## src/rtl/lcd_text_engine.sv

```systemverilog
// HD44780-style character-LCD controller: power-up init sequence, then refresh of
// dirty rows from a ROWS x COLS text buffer that can be written at any time.
module lcd_text_engine #(
  parameter int unsigned COLS      = 16,
  parameter int unsigned ROWS      = 2,
  parameter int unsigned PWR_DLY   = 750000,
  parameter int unsigned SETUP_CYC = 4,
  parameter int unsigned EN_CYC    = 16,
  parameter int unsigned CMD_DLY   = 2500,
  parameter int unsigned CLR_DLY   = 105000,
  parameter int unsigned DATA_DLY  = 2500,
  localparam int unsigned ROW_W    = (ROWS > 1) ? $clog2(ROWS) : 1,
  localparam int unsigned COL_W    = (COLS > 1) ? $clog2(COLS) : 1
) (
  input  logic             CLK_50,
  input  logic             nRST,
  input  logic             wr_en,
  input  logic [ROW_W-1:0] wr_row,
  input  logic [COL_W-1:0] wr_col,
  input  logic [7:0]       wr_char,
  input  logic             clear_req,
  output logic [7:0]       LCD_DATA,
  output logic             LCD_RS,
  output logic             LCD_EN,
  output logic             init_done,
  output logic             frame_done,
  output logic             busy
);

  localparam int unsigned MAX_A   = (PWR_DLY > CLR_DLY) ? PWR_DLY : CLR_DLY;
  localparam int unsigned MAX_B   = (CMD_DLY > DATA_DLY) ? CMD_DLY : DATA_DLY;
  localparam int unsigned MAX_C   = (SETUP_CYC > EN_CYC) ? SETUP_CYC : EN_CYC;
  localparam int unsigned MAX_AB  = (MAX_A > MAX_B) ? MAX_A : MAX_B;
  localparam int unsigned MAX_DLY = (MAX_AB > MAX_C) ? MAX_AB : MAX_C;
  localparam int unsigned CNT_W   = $clog2(MAX_DLY + 1);

  typedef enum logic [2:0] {S_PWR, S_INIT, S_SCAN, S_ROWCMD, S_ROWDATA} state_t;
  typedef enum logic [1:0] {P_SETUP, P_PULSE, P_WAIT, P_NEXT} phase_t;

  state_t           state_q, state_d;
  phase_t           phase_q, phase_d;
  logic [CNT_W-1:0] cnt_q, cnt_d, dly_c;
  logic [ROW_W-1:0] row_q, row_d, scan_q, scan_d, sel;
  logic [COL_W-1:0] col_q, col_d, col_n;
  logic [1:0]       idx_q, idx_d;
  logic [7:0]       data_d, start_data;
  logic             rs_d, en_d, busy_d, init_done_d, frame_done_d;
  logic             start, start_rs, byte_done, found, wr_ok;
  logic [ROWS-1:0]  dirty_q, dirty_clr, wr_set;
  logic [7:0]       text_q [ROWS][COLS];

  function automatic logic [7:0] init_byte(input logic [1:0] i);
    case (i)
      2'd0:    return 8'h38;
      2'd1:    return 8'h0C;
      2'd2:    return 8'h01;
      default: return 8'h06;
    endcase
  endfunction

  function automatic logic [7:0] row_cmd(input int unsigned r);
    case (r)
      0:       return 8'h80;
      1:       return 8'hC0;
      2:       return 8'h94;
      default: return 8'hD4;
    endcase
  endfunction

  assign wr_ok = wr_en && (32'(wr_row) < ROWS) && (32'(wr_col) < COLS);
  assign col_n = col_q + COL_W'(1);
  // Clear Display needs the long wait; other commands and characters use their own
  assign dly_c = LCD_RS ? CNT_W'(DATA_DLY) :
                 (LCD_DATA == 8'h01) ? CNT_W'(CLR_DLY) : CNT_W'(CMD_DLY);

  always_comb begin
    wr_set = '0;
    if (wr_ok) wr_set[wr_row] = 1'b1;
  end

  // Lowest dirty row at or after the scan pointer
  always_comb begin
    found = 1'b0;
    sel   = '0;
    for (int i = int'(ROWS) - 1; i >= 0; i--) begin
      if (dirty_q[i] && (i >= int'(scan_q))) begin
        found = 1'b1;
        sel   = ROW_W'(i);
      end
    end
  end

  always_ff @(posedge CLK_50 or negedge nRST) begin
    if (!nRST) begin
      state_q    <= S_PWR;
      phase_q    <= P_SETUP;
      cnt_q      <= '0;
      row_q      <= '0;
      scan_q     <= '0;
      col_q      <= '0;
      idx_q      <= '0;
      LCD_DATA   <= 8'h00;
      LCD_RS     <= 1'b0;
      LCD_EN     <= 1'b0;
      busy       <= 1'b0;
      init_done  <= 1'b0;
      frame_done <= 1'b0;
    end else begin
      state_q    <= state_d;
      phase_q    <= phase_d;
      cnt_q      <= cnt_d;
      row_q      <= row_d;
      scan_q     <= scan_d;
      col_q      <= col_d;
      idx_q      <= idx_d;
      LCD_DATA   <= data_d;
      LCD_RS     <= rs_d;
      LCD_EN     <= en_d;
      busy       <= busy_d;
      init_done  <= init_done_d;
      frame_done <= frame_done_d;
    end
  end

  always_comb begin
    state_d      = state_q;
    phase_d      = phase_q;
    cnt_d        = cnt_q;
    row_d        = row_q;
    scan_d       = scan_q;
    col_d        = col_q;
    idx_d        = idx_q;
    data_d       = LCD_DATA;
    rs_d         = LCD_RS;
    en_d         = LCD_EN;
    busy_d       = busy;
    init_done_d  = init_done;
    frame_done_d = 1'b0;
    dirty_clr    = '0;
    byte_done    = 1'b0;
    start        = 1'b0;
    start_data   = 8'h00;
    start_rs     = 1'b0;

    case (state_q)
      S_PWR: begin
        if (cnt_q == CNT_W'(PWR_DLY - 1)) begin
          state_d    = S_INIT;
          idx_d      = 2'd0;
          start      = 1'b1;
          start_data = init_byte(2'd0);
        end else begin
          cnt_d = cnt_q + CNT_W'(1);
        end
      end
      S_SCAN: begin
        if (found) begin
          state_d        = S_ROWCMD;
          row_d          = sel;
          dirty_clr[sel] = 1'b1;
          start          = 1'b1;
          start_data     = row_cmd(32'(sel));
        end else if (scan_q != '0) begin
          frame_done_d = 1'b1;
          scan_d       = '0;
        end
      end
      default: begin
        case (phase_q)
          P_SETUP: begin
            if (cnt_q == CNT_W'(SETUP_CYC - 1)) begin
              phase_d = P_PULSE;
              cnt_d   = '0;
              en_d    = 1'b1;
            end else cnt_d = cnt_q + CNT_W'(1);
          end
          P_PULSE: begin
            if (cnt_q == CNT_W'(EN_CYC - 1)) begin
              phase_d = P_WAIT;
              cnt_d   = '0;
              en_d    = 1'b0;
            end else cnt_d = cnt_q + CNT_W'(1);
          end
          P_WAIT: begin
            if (cnt_q == dly_c - CNT_W'(1)) begin
              phase_d = P_NEXT;
              cnt_d   = '0;
            end else cnt_d = cnt_q + CNT_W'(1);
          end
          default: byte_done = 1'b1;
        endcase
      end
    endcase

    // Sequencing after a completed byte
    if (byte_done) begin
      case (state_q)
        S_INIT: begin
          if (idx_q == 2'd3) begin
            state_d     = S_SCAN;
            busy_d      = 1'b0;
            init_done_d = 1'b1;
            scan_d      = '0;
          end else begin
            idx_d      = idx_q + 2'd1;
            start      = 1'b1;
            start_data = init_byte(idx_q + 2'd1);
          end
        end
        S_ROWCMD: begin
          state_d    = S_ROWDATA;
          col_d      = '0;
          start      = 1'b1;
          start_rs   = 1'b1;
          start_data = text_q[row_q][0];
        end
        S_ROWDATA: begin
          if (32'(col_q) == COLS - 1) begin
            state_d = S_SCAN;
            busy_d  = 1'b0;
            if (32'(row_q) == ROWS - 1) begin
              frame_done_d = 1'b1;
              scan_d       = '0;
            end else begin
              scan_d = row_q + ROW_W'(1);
            end
          end else begin
            col_d      = col_n;
            start      = 1'b1;
            start_rs   = 1'b1;
            start_data = text_q[row_q][col_n];
          end
        end
        default: ;
      endcase
    end

    if (start) begin
      phase_d = P_SETUP;
      cnt_d   = '0;
      data_d  = start_data;
      rs_d    = start_rs;
      busy_d  = 1'b1;
    end
  end

  // Text buffer and dirty flags; clear beats a simultaneous write
  always_ff @(posedge CLK_50 or negedge nRST) begin
    if (!nRST) begin
      for (int r = 0; r < int'(ROWS); r++)
        for (int c = 0; c < int'(COLS); c++) text_q[r][c] <= 8'h20;
      dirty_q <= '1;
    end else if (clear_req) begin
      for (int r = 0; r < int'(ROWS); r++)
        for (int c = 0; c < int'(COLS); c++) text_q[r][c] <= 8'h20;
      dirty_q <= '1;
    end else begin
      dirty_q <= (dirty_q & ~dirty_clr) | wr_set;
      if (wr_ok) text_q[wr_row][wr_col] <= wr_char;
    end
  end

endmodule
```

## config.mk

```make
export PLATFORM = sky130hd
export DESIGN_NAME = lcd_text_engine
export DESIGN_NICKNAME = d
export VERILOG_FILES = /design/src/rtl/lcd_text_engine.sv
export SDC_FILE = /design/constraint.sdc
export NUM_CORES = 1
export LEC_CHECK = 0
export BUFFER_PORTS_ARGS = -buffer_cell sky130_fd_sc_hd__buf_2
export CORE_ASPECT_RATIO = 1.75
export CORE_MARGIN = 1
export CORE_UTILIZATION = 60
export CTS_CLUSTER_DIAMETER = 60
export DETAILED_ROUTE_END_ITERATION = 12
export PLACE_DENSITY_LB_ADDON = 0.12
export SKIP_CTS_REPAIR_TIMING = 1
export SYNTH_ARGS = -nofsm -noshare
export SYNTH_HDL_FRONTEND = slang
export SYNTH_SLANG_ARGS = --single-unit
```

## constraint.sdc

```tcl
create_clock -name CLK_50 -period 4.2 [get_ports CLK_50]
set_input_delay 1.26 -clock CLK_50 [delete_from_list [all_inputs] [get_ports CLK_50]]
set_output_delay 1.26 -clock CLK_50 [all_outputs]
set_load 0.005 [all_outputs]
```

# Yosys cells after proc, flatten, opt, wreduce, memory -nomap -nowiden
# Index checks and enable logic that the tools add are counted.
# op_classes
n_addsub	5
order_cmp	11
n_eq_ne	26
n_mux	96
bitwise_logic	9
n_reduce_logical	24
# op_table
op	count
$mux W128	4
$mux W256	2
$bwmux W256	1
$demux W128 S1	1
$mux W20	5
$pmux W20 S3	1
$mux W8	7
$pmux W20 S2	1
$mux W17	2
$mux W1	33
$bmux W8 S4	1
$demux W8 S4	1
$pmux W8 S2	2
$mux W2	14
$pmux W8 S3	1
$add A20 B1 Y20 const B	1
$eq A20 B2 Y1 const B	1
$eq A20 B20 Y1	1
$eq A20 B20 Y1 const B	1
$eq A20 B4 Y1 const B	1
$ne A3 B3 Y1 const B	6
$pmux W6 S3	1
$sub A17 B1 Y18 const B	1
$mux W3	5
other kinds (47)	77
# word_totals
register_bits	304
input_bits	17
out_inout_bits	13
word_cells	217

# Longest topological paths before layout
# Gate-level depths: netlist of the first run.
# depth
ltp_word	13
ltp_mapped	8
depth_no_buf	7

# Worst setup path before layout of the first run
# Ideal clock, no wire load.
# synth_timing
path_kind	input to register
from	in wr_row
to	reg text_q[157] (netlist name)
setup_time_ns	0.082
arrival_ns	2.899
t_required_ns	4.118
path_slack_ns	1.220
path_stages	6
path_buffers	2
path_cell_list	clkbuf_1 nand2b_1 clkbuf_1 nor4_2 nor2b_1 a211o_1
# synth_between
elab_chain_cells	8
word_cells_on_any_way	9
cone_classes	2 x order compare; 5 x mux; 1 x bitwise; 1 x reduce/logical
# synth_rtl
item	line	rtl
start, declared	18	input logic [ROW_W-1:0] wr_row,
$not A1 Y2 (not written as such) (*)	259	if (wr_ok) text_q[wr_row][wr_col] <= wr_char;
$ge A2 B2 Y1 (not written as such) or $lt A2 B1 Y1 (tied branches)	259	
$logic_and A1 B1 Y1 (not written as such)	259	
$mux W128 (not written as such)	259	
$demux W128 S1 (*)	259	
$bwmux W256 (*)	259	
$mux W256 (*)	259	
$mux W256 (*)	253	end else if (clear_req) begin
end signal, assigned by index	259	
end, declared	50	logic [7:0] text_q [ROWS][COLS];
# Mark *: on every way between the ends. The rest lies on a longest branch, timed or not. The select of a mux whose other input is x is not followed.
# A chain may end at the register's enable or synchronous reset.

# Worst setup path after layout of the first run
# layout_timing
from	reg row_q
to	reg LCD_DATA[0]
# layout_between
elab_chain_cells	10
# layout_rtl
item	line	rtl
start, declared	43	logic [ROW_W-1:0] row_q, row_d, scan_q, scan_d, sel;
start signal, assigned	112	row_q <= row_d;
$not A1 Y2 (not written as such) (*)	215, 231	
$mux W128 (not written as such) (*) (3 in a row)	215, 231	
$bmux W8 S4	231	start_data = text_q[row_q][col_n];
$mux W8 (not written as such) (2 in a row)	231	
$mux W8	218	if (32'(col_q) == COLS - 1) begin
$pmux W8 S3 (*)	197	case (state_q)
$mux W8 (*)	196	if (byte_done) begin
end signal, assigned	116	LCD_DATA <= data_d;
end, declared	22	output logic [7:0] LCD_DATA,
# Marks and branches as above.

==> flow_metrics.tcl, run 1 <==
set metrics [dict create \
    status "completed" \
    pin_count 30 \
    via_per_inst 6.436 \
    hold_ws_ns 0.4660 \
    p_per_area_nw_per_um2 339.7 \
    async_reset_ff_frac 1.000 \
    cts.htree.levels 1 \
    p_sw_w 0.001340 \
    grt_pass1_vias 11560 \
    place.gp.congestion 0.8721 \
    arrival_ns 3.46 \
    ys_ff_latch 304 \
    die_y_um 215.6 \
    drc 0 \
    critPathLaunchType "flip-flop" \
    crit_path_max_fanout 56 \
    dr.pass1.iters 5 \
    antenna_found_initial 0 \
    p_int_w 0.004463 \
    fin_crit_ns 3.040 \
    hold_depth 1 \
    cp_common_cell "mux4_2" \
    hold_violations 0 \
    numPortBuffers 29 \
    drt_wl_total_um 40270 \
    cts_buffers 28 \
    vdd_ir_drop_max_mv 0.3388 \
    nets 1460 \
    synthTopCellsByArea "dfrtp_1 43%, mux2i_1 13%, mux4_2 10%" \
    dp_cells 1720 \
    synth_cells 1441 \
    rows 77 \
    leakage_nw 7.393 \
    cp_num_cells 5 \
    ant_nets 0 \
    ys.flop_type "dfrtp_1" \
    setup_violations 0 \
    worstMarginPinSlew_ns 1.059 \
    min_to "init_done" \
    dp.final_hpwl_um 26460 \
    tritoncts "done" \
    slew_headroom 0.2938 \
    grt_pass1_wl_um 64350 \
    reg2reg_to "LCD_DATA[0]" \
    min_from "init_done" \
    cp.required_ns 4.63 \
    reg2reg_depth 5 \
    use_met1 0.3925 \
    fmax_ghz 0.3290 \
    ctsLongestPathBuffers 3 \
    drt_iter0_drc 751 \
    path_cells "buf_4, mux4_2, mux4_2, mux2i_1, o21ai_0" \
    synth-edff-count 0 \
    finalMaxSlewViolations 0 \
    yosysMostFrequentCell "dfrtp_1" \
    slowest_stage "dfrtp_4" \
    track_usage 0.3162 \
    clk_pin_slew_ns 0.06 \
    synthTopCellsByCount "270 x dfrtp_1, 225 x nor2_1, 200 x mux2i_1" \
    drive_gt1_frac 0.1731 \
    num_antenna_cells 0 \
    syn_area_um2 15650 \
    fillCellCount 1975 \
    die_area_um2 26750 \
    ys_seq_area_frac 0.4889 \
    worstSetupEndpointType "flip-flop" \
    worstReg2RegStart "row_q" \
    critPathKind "flip-flop to flip-flop" \
    path_buf_inv 1 \
    post-route-period-util 0.7237 \
    pwr-share-comb 0.047 \
    max-cap-violations 0 \
    skew_ns 0.01253 \
    area_growth_pct 9.196 \
    setup_tns_ns 0 \
    root_buffer "clkbuf_16" \
    final_cell_area_um2 17090 \
    clkPwrFrac 0.443 \
    path_delay_family "multiplexers" \
    finalNonFillerCells 1772 \
    use_met2 0.5492 \
    vias 11400 \
    synth_area_leader_cell "dfrtp_1" \
    initial_core_util 0.6152 \
    cp_slowest_stage_delay_ns 1.11 \
    die_w_um 124.1 \
    cts_num_sinks 304 \
    placed_area_um2 16160 \
    p_seq_frac 0.510 \
    clkLatencyLatePin_ns 0.56 \
    ys_warn_count 0 \
    ys_types 64 \
    grt-ovfl-total 0 \
    core_um2 25430 \
    ff2ff_setup_slack_ns 1.16 \
    grt_use_met3 0.03594 \
    busiest_layer "met2" \
    syn_nets 1467 \
    swShare 0.2309 \
    min_path_type "flip-flop to flip-flop" \
    rsz0062_at_grt "false" \
    grt_max_degree 120 \
    syn_area_per_cell_um2 10.86 \
    synth.top_cell.area_share 0.4318 \
    wire_per_inst_um 22.72 \
]
## per-layer routing
layer | up-vias | wire length, um
met3 | 77 | 1611
met2 | 319 | 21560
met5 | - | 0
li1 | 5148 | -
met4 | 0 | 1664
met1 | 5860 | 15440
## how the worst max path moves through the flow
stage	startpoint	to	slack, ns
3_3_place_gp	wr_row	text_q[221]	1.06
2_1_floorplan	wr_row	text_q[157]	1.22
6_report	row_q	LCD_DATA[0]	1.16
5_1_grt	state_q[1]	cnt_q[18]	1.01
3_5_place_dp	wr_col[3]	text_q[181]	0.97
4_1_cts	row_q	LCD_DATA[0]	1.17
## final cells by class
class / count / area [um2] / area share
sequential: 304 / 7655 / 0.4480
multi-input combinational: 1014 / 7516 / 0.4399
tap: 316 / 395.4 / 0.02314
clock inverter: 10 / 85.08 / 0.004980
timing repair buffer: 76 / 551.8 / 0.03230
inverter: 10 / 37.54 / 0.002197
clock buffer: 42 / 844.6 / 0.04943
## power by group through the flow
stage                     logic (W)  registers (W)  clock network [W]
after floorplan            0.000139        0.00301                  0
after global placement     0.000270        0.00301                  0
after detailed placement   0.000272        0.00301                  0
after CTS                  0.000273        0.00296            0.00261
after global routing       0.000296        0.00296            0.00272
final                      0.000272        0.00296            0.00257
## sequential cells by signal (all words and copies together) (netlist names)
register and count:
text_q 256, dirty_q 2, LCD_RS 1, LCD_DATA 8, cnt_q 20, LCD_EN 1
frame_done 1, col_q 4, phase_q 2, row_q 1, init_done 1, scan_q 1
busy 1, state_q 3, idx_q 2
## per-stage QoR
step	worst slack [ns]	utilization	power, W
after floorplan	1.220	-	0.003150
after global placement	1.064	0.6352	0.003282
after detailed placement	0.9712	0.6352	0.003285
after CTS	1.169	0.6717	0.005842
after global routing	1.010	0.6717	0.005974
final	1.160	0.6717	0.005803
## kinds of logic (layout without fill, tap and decap cells)
kind of cell	count (synthesis)	count (layout)	share of synthesized area
and+or+nand+nor	522	522	0.1531
DFF	304	304	0.4889
muxes	274	274	0.2330
AOI/OAI and AO/OA	207	207	0.08517
buffers and inverters	123	138	0.03151
adders and majority gates	9	9	0.007197
xor gates and xnor gates	2	2	0.001120
## cell usage in the layout, fill, tap and decap left out, types with 5 or more instances in the layout
cell type / count
nor2b_1: 24
mux2i_1: 200
nand4b_1: 5
ha_1: 9
nor3_1: 11
a221oi_1: 11
buf_4: 44
nand3_1: 69
o21ai_0: 43
nand2_1: 126
a22o_1: 6
clkbuf_1: 6
nand4_1: 7
inv_1: 10
nor2_1: 225
nand2b_1: 11
clkinv_2: 6
a211o_1: 20
buf_2: 27
dfrtp_1: 268
mux4_2: 72
a211oi_1: 10
dfstp_2: 34
a21oi_1: 80
clkbuf_8: 7
clkbuf_16: 29
a31o_1: 6
and3_1: 6
Note: power is estimated with default switching activity, not from simulation.
==> run 2, diff against run 1 <==
--- a/config.mk
+++ b/config.mk
@@ -5,6 +5,7 @@
 export SDC_FILE = /design/constraint.sdc
 export NUM_CORES = 1
 export LEC_CHECK = 0
+export ABC_AREA = 1
 export BUFFER_PORTS_ARGS = -buffer_cell sky130_fd_sc_hd__buf_2
 export CORE_ASPECT_RATIO = 1.75
 export CORE_MARGIN = 1
==> constraint.sdc (replaced) <==
create_clock -name CLK_50 -period 2.9 [get_ports CLK_50]
set_input_delay 0.87 -clock CLK_50 [delete_from_list [all_inputs] [get_ports CLK_50]]
set_output_delay 0.87 -clock CLK_50 [all_outputs]
set_load 0.005 [all_outputs]
==> run 2 against run 1 <==
Utilization rose by 0.11 points. Critical path depth grew 7. Cell area down 2.6%. Largest cell class unchanged. Highest routed layer unchanged.
==> flow_metrics.tcl, run 2 <==
set metrics [dict create \
    grt_max_degree 92 \
    ys_seq_area_frac 0.5024 \
    via_per_inst 6.367 \
    fin_crit_ns 2.452 \
    vias 13820 \
    finalMaxSlewViolations 0 \
    fin_ws_ns 0.4477 \
    synth.top_cell.area_share 0.4438 \
    p_per_area_nw_per_um2 523.4 \
    largest_reg_flops 256 \
    ctsLongestPathBuffers 3 \
    leakage_nw 7.338 \
    post-route-period-util 0.8456 \
    reg2reg_depth 12 \
    crit_start "col_q[0]" \
    syn_area_per_cell_um2 8.155 \
    min_path_type "input port to async pin" \
    clkLatencyLatePin_ns 0.58 \
    drt_iter0_drc 1191 \
    vdd_ir_drop_max_mv 0.4963 \
    die_y_um 212.7 \
    max-cap-violations 0 \
    root_buffer "clkbuf_16" \
    num_antenna_cells 0 \
    drt_wl_total_um 46130 \
    reg2reg_to "LCD_DATA[1]" \
    grt_pass1_vias 13320 \
    setup_tns_ns 0 \
    numPortBuffers 29 \
    dp.final_hpwl_um 30470 \
    drc 0 \
    critPathLaunchType "flip-flop" \
    synthTopCellsByCount "270 x dfrtp_1, 270 x nand3_1, 270 x o21ai_0" \
    slew_headroom 0.5140 \
    worstMarginPinSlew_ns 0.7214 \
    fillCellCount 2188 \
    cts_buffers 29 \
    pin_count 30 \
    arrival_ns 2.96 \
    tritoncts "done" \
    layout_common_cells "270 x nand3_1, 270 x o21ai_0, 268 x dfrtp_1" \
    rows 76 \
    wire_per_inst_um 21.25 \
    pre_cts_ws_ns 0.5505 \
    skew_ns 0.02168 \
    cts_num_sinks 304 \
    track_usage 0.3682 \
    hold_violations 0 \
    cp.required_ns 3.40 \
    regMostFlops "text_q" \
    ff2ff_setup_slack_ns 0.45 \
    ant_nets 0 \
    synth_area_leader_cell "dfrtp_1" \
    dr.pass1.iters 8 \
    die_area_um2 26040 \
    synth-edff-count 0 \
    clk_pin_slew_ns 0.07 \
    die_w_um 122.4 \
    grt-ovfl-total 0 \
    ys.flop_type "dfrtp_1" \
    rsz0062_at_grt "false" \
    grt_pass1_wl_um 72570 \
    drive_gt1_frac 0.1108 \
    ys_warn_count 0 \
    ys_ff_latch 304 \
    antenna_found_initial 0 \
    ys_types 45 \
    critPathKind "flip-flop to flip-flop" \
    async_reset_ff_frac 1.000 \
    worstSetupEndpointType "flip-flop" \
    core_um2 24720 \
    syn_area_um2 15230 \
    fmax_ghz 0.4078 \
    worstReg2RegStart "col_q[0]" \
    initial_core_util 0.6158 \
    syn_nets 1893 \
    crit_path_max_fanout 52 \
    area_growth_pct 9.262 \
    synthTopCellsByArea "dfrtp_1 44%, nand3_1 8.9%, o21ai_0 8.9%" \
    largestRegisters "text_q: 256 flops, cnt_q: 20 flops, LCD_DATA: 8 flops" \
    cts.htree.levels 1 \
    place.gp.congestion 0.9547 \
    synth_cells 1867 \
    setup_violations 0 \
    status "completed" \
    nets 1862 \
]
==> run 2: final cells by class <==
| type | count | area, um2 | area share |
|---|---|---|---|
| Sequential cell | 304 | 7655 | 0.4601 |
| Multi-Input combinational cell | 1218 | 6221 | 0.3739 |
| Clock buffer | 43 | 868.3 | 0.05220 |
| Inverter | 215 | 814.5 | 0.04896 |
| Timing Repair Buffer | 68 | 548.0 | 0.03294 |
| Tap cell | 312 | 390.4 | 0.02347 |
| Clock inverter | 11 | 138.9 | 0.008348 |
==> run 2: stage by stage <==
stage               total power [W]  std cells    util  area, um2  hold WS (ns)
floorplan                  0.004542       1867       -      15230        0.4661
global placement           0.004756       2117  0.6321      15630        0.4578
detailed placement         0.004762       2117  0.6321      15630        0.4578
CTS                        0.008733       2171  0.6729      16640        0.2388
global route               0.008909       2171  0.6729      16640        0.2613
finish                     0.008708       2171  0.6729      16640        0.2349
==> run 2: worst max path at each step <==
stage               slack, ns           to  cells past startpoint
finish                   0.45  LCD_DATA[1]                     12
global route             0.38  LCD_DATA[0]                      9
CTS                      0.52  LCD_DATA[1]                     12
detailed placement       0.55  LCD_DATA[1]                     12
global placement         0.56  LCD_DATA[1]                     12
floorplan                0.94  text_q[232]                      8
==> run 2: cells by family after synthesis <==
family	Yosys count	share of synthesized area
AOI/OAI and AO/OA	557	0.2015
xor gates and xnor gates	10	0.006739
adders and majority gates	9	0.007396
buffers and inverters	345	0.08900
DFF	304	0.5024
and+or+nand+nor	642	0.1930
==> run 2: power by group <==
part	switching, W	internal (W)	total (W)
clock	0.00168	0.00234	0.00402
combinational	0.000315	0.0000779	0.000393
sequential	0.0000137	0.00428	0.00430
total	0.00201	0.00669	0.00871
==> run 2: per-layer routing <==
layer | up-vias | GRT usage | wire length (um)
li1 | 6311 | - | -
met1 | 6672 | 0.4397 | 16620
met5 | - | 0 | 0
met4 | 0 | 0.2502 | 3322
met2 | 666 | 0.6164 | 22980
met3 | 174 | 0.04434 | 3202
==> run 2: critical path: stages (launching register included) <==
cell and delay, ns:
dfrtp_2 0.39, buf_4 0.53, buf_4 0.39, nand2_1 0.12, nand2_1 0.08, nand2_1 0.04
o21ai_0 0.21, nand2_1 0.19, nand3_1 0.11, nand3_1 0.09, nand2_1 0.07, nand2_1 0.04
o21ai_1 0.07
==> run 3, diff against run 2 <==
==> constraint.sdc (replaced) <==
create_clock -name CLK_50 -period 2.3 [get_ports CLK_50]
set_input_delay 0.69 -clock CLK_50 [delete_from_list [all_inputs] [get_ports CLK_50]]
set_output_delay 0.69 -clock CLK_50 [all_outputs]
set_load 0.005 [all_outputs]
==> run 3 against run 2 <==
Final cell count is 1.0% higher. Clock power increased by 15%. Sequential power up 26%. Power grew 21%. Critical path type unchanged. Largest power group unchanged.
==> flow_metrics.tcl, run 3 (same netlist as run 2, synthesis figures left out) <==
set metrics [dict create \
    grt_max_degree 65 \
    nets 1885 \
    grt_pass1_vias 13660 \
    place.gp.congestion 0.9294 \
    grt-ovfl-total 0 \
    setup_violations 0 \
    die_y_um 212.7 \
    crit_start "row_q" \
    die_area_um2 26040 \
    largestRegisters "text_q: 256 flops, cnt_q: 20 flops, LCD_DATA: 8 flops" \
    grt_use_met3 0.04140 \
    use_met2 0.6470 \
    vias 13730 \
    layout_common_cells "270 x nand3_1, 268 x dfrtp_1, 268 x o21ai_0" \
    rows 76 \
    path_cells "buf_12, o21ai_0, nand3_1, nand3_1, nand3_1, nand3_1, nand2_1, nand2_1, o21ai_1" \
    fillCellCount 2102 \
    min_path_type "input port to async pin" \
    root_buffer "clkbuf_16" \
    area_growth_pct 10.17 \
    placed_area_um2 15880 \
    regMostFlops "text_q" \
    largest_reg_flops 256 \
    leakage_nw 7.420 \
    cts_buffers 28 \
    num_antenna_cells 0 \
    slew_headroom 0.5054 \
    cts.htree.levels 1 \
    clkLatencyLatePin_ns 0.56 \
    skew_ns 0.006898 \
    antenna_found_initial 0 \
    fin_crit_ns 2.203 \
    numPortBuffers 29 \
    finalNonFillerCells 2193 \
    critPathKind "flip-flop to flip-flop" \
    cp.required_ns 2.74 \
    dp_cells 2141 \
    tritoncts "done" \
    cp_common_cell "nand3_1" \
    drt_iter0_drc 1083 \
    max-cap-violations 0 \
    crit_path_max_fanout 64 \
    die_w_um 122.4 \
    worstReg2RegStart "row_q" \
    wire_per_inst_um 21.15 \
    core_um2 24720 \
    slowest_stage "dfrtp_4" \
    path_buf_inv 1 \
    initial_core_util 0.6158 \
    ant_nets 0 \
    path_delay_family "simple AND/OR/NAND/NOR gates" \
    dr.pass1.iters 5 \
    worstMarginPinSlew_ns 0.7411 \
    drt_wl_total_um 46390 \
    post-route-period-util 0.9577 \
    rsz0062_at_grt "false" \
    clk_pin_slew_ns 0.06 \
    use_met1 0.4373 \
    layout_commonest_cell "nand3_1" \
    ff2ff_setup_slack_ns 0.1 \
    ctsLongestPathBuffers 3 \
    drc 0 \
    status "completed" \
    busiest_layer "met2" \
    via_per_inst 6.259 \
    cts_num_sinks 304 \
    vdd_ir_drop_max_mv 0.6736 \
    final_cell_area_um2 16770 \
    pin_count 30 \
    reg2reg_depth 9 \
    fmax_ghz 0.4540 \
    worstSetupEndpointType "flip-flop" \
    cp_slowest_stage_delay_ns 0.54 \
    critPathLaunchType "flip-flop" \
    track_usage 0.3752 \
    drive_gt1_frac 0.1159 \
    finalMaxSlewViolations 0 \
    p_per_area_nw_per_um2 628.0 \
    reg2reg_to "LCD_DATA[0]" \
    hold_violations 0 \
    dp.final_hpwl_um 31480 \
    arrival_ns 2.64 \
    grt_pass1_wl_um 74200 \
]
==> run 3: cell count changes in the layout (fill, tap and decap cells not counted), moves of 2 or more <==
cell	delta
clkbuf_8	-5
clkinv_2	-4
buf_12	+6
o21ai_1	+2
clkinvlp_4	-2
clkbuf_1	+11
buf_4	+18
bufinv_16	-2
o21ai_0	-2
==> run 3: routing by layer <==
| layer | part of all wire | up-vias |
|---|---|---|
| met4 | 0.068 | 0 |
| met1 | 0.36 | 6623 |
| met3 | 0.056 | 152 |
| li1 | - | 6382 |
| met2 | 0.51 | 570 |
| met5 | 0 | - |
==> run 3: metrics by stage <==
stage          power, W  setup WS, ns  utilization  TNS [ns]  hold WS [ns]
2_1_floorplan  0.005726        0.4775            -         0        0.3944
3_3_place_gp   0.006008       0.01021       0.6425         0        0.4464
3_5_place_dp   0.006018      0.008820       0.6425         0        0.4685
4_1_cts         0.01056      -0.03067       0.6782  -0.03067       0.06101
5_1_grt         0.01081       0.01873       0.6784         0       0.07585
6_report        0.01053       0.09732       0.6784         0       0.04195
==> run 3: worst max-delay path by stage <==
stage	depth (start not counted)	slack [ns]	to
2_1_floorplan	12	0.48	LCD_DATA[4]
3_3_place_gp	12	0.01	LCD_DATA[0]
3_5_place_dp	11	0.009	LCD_DATA[1]
4_1_cts	11	-0.03	LCD_DATA[1]
5_1_grt	13	0.02	cnt_q[0]
6_report	9	0.1	LCD_DATA[0]
==> run 3: worst register-to-register path: cells and delay by family (launching register included) <==
kind,cells,cell delay (ns)
and+or+nand+nor,6,0.76
AOI/OAI and AO/OA,2,0.60
DFF,1,0.54
buffers and inverters,1,0.20
==> run 3: power breakdown <==
part | internal [W] | total, W | switching [W]
Combinational | 0.000110 | 0.000505 | 0.000395
Clock | 0.00258 | 0.00461 | 0.00203
Sequential | 0.00540 | 0.00542 | 0.0000171
==> run 3: area by class of cell <==
class                   instances  area [um2]  share of cell area
flip-flops and latches        304        7655              0.4564
clock inverters                 3       43.79            0.002611
well taps                     312       390.4             0.02327
multi-input cells            1218        6226              0.3712
clock buffers                  49       840.8             0.05013
inverters                     215       814.5             0.04856
repair buffers                 92       803.3             0.04789
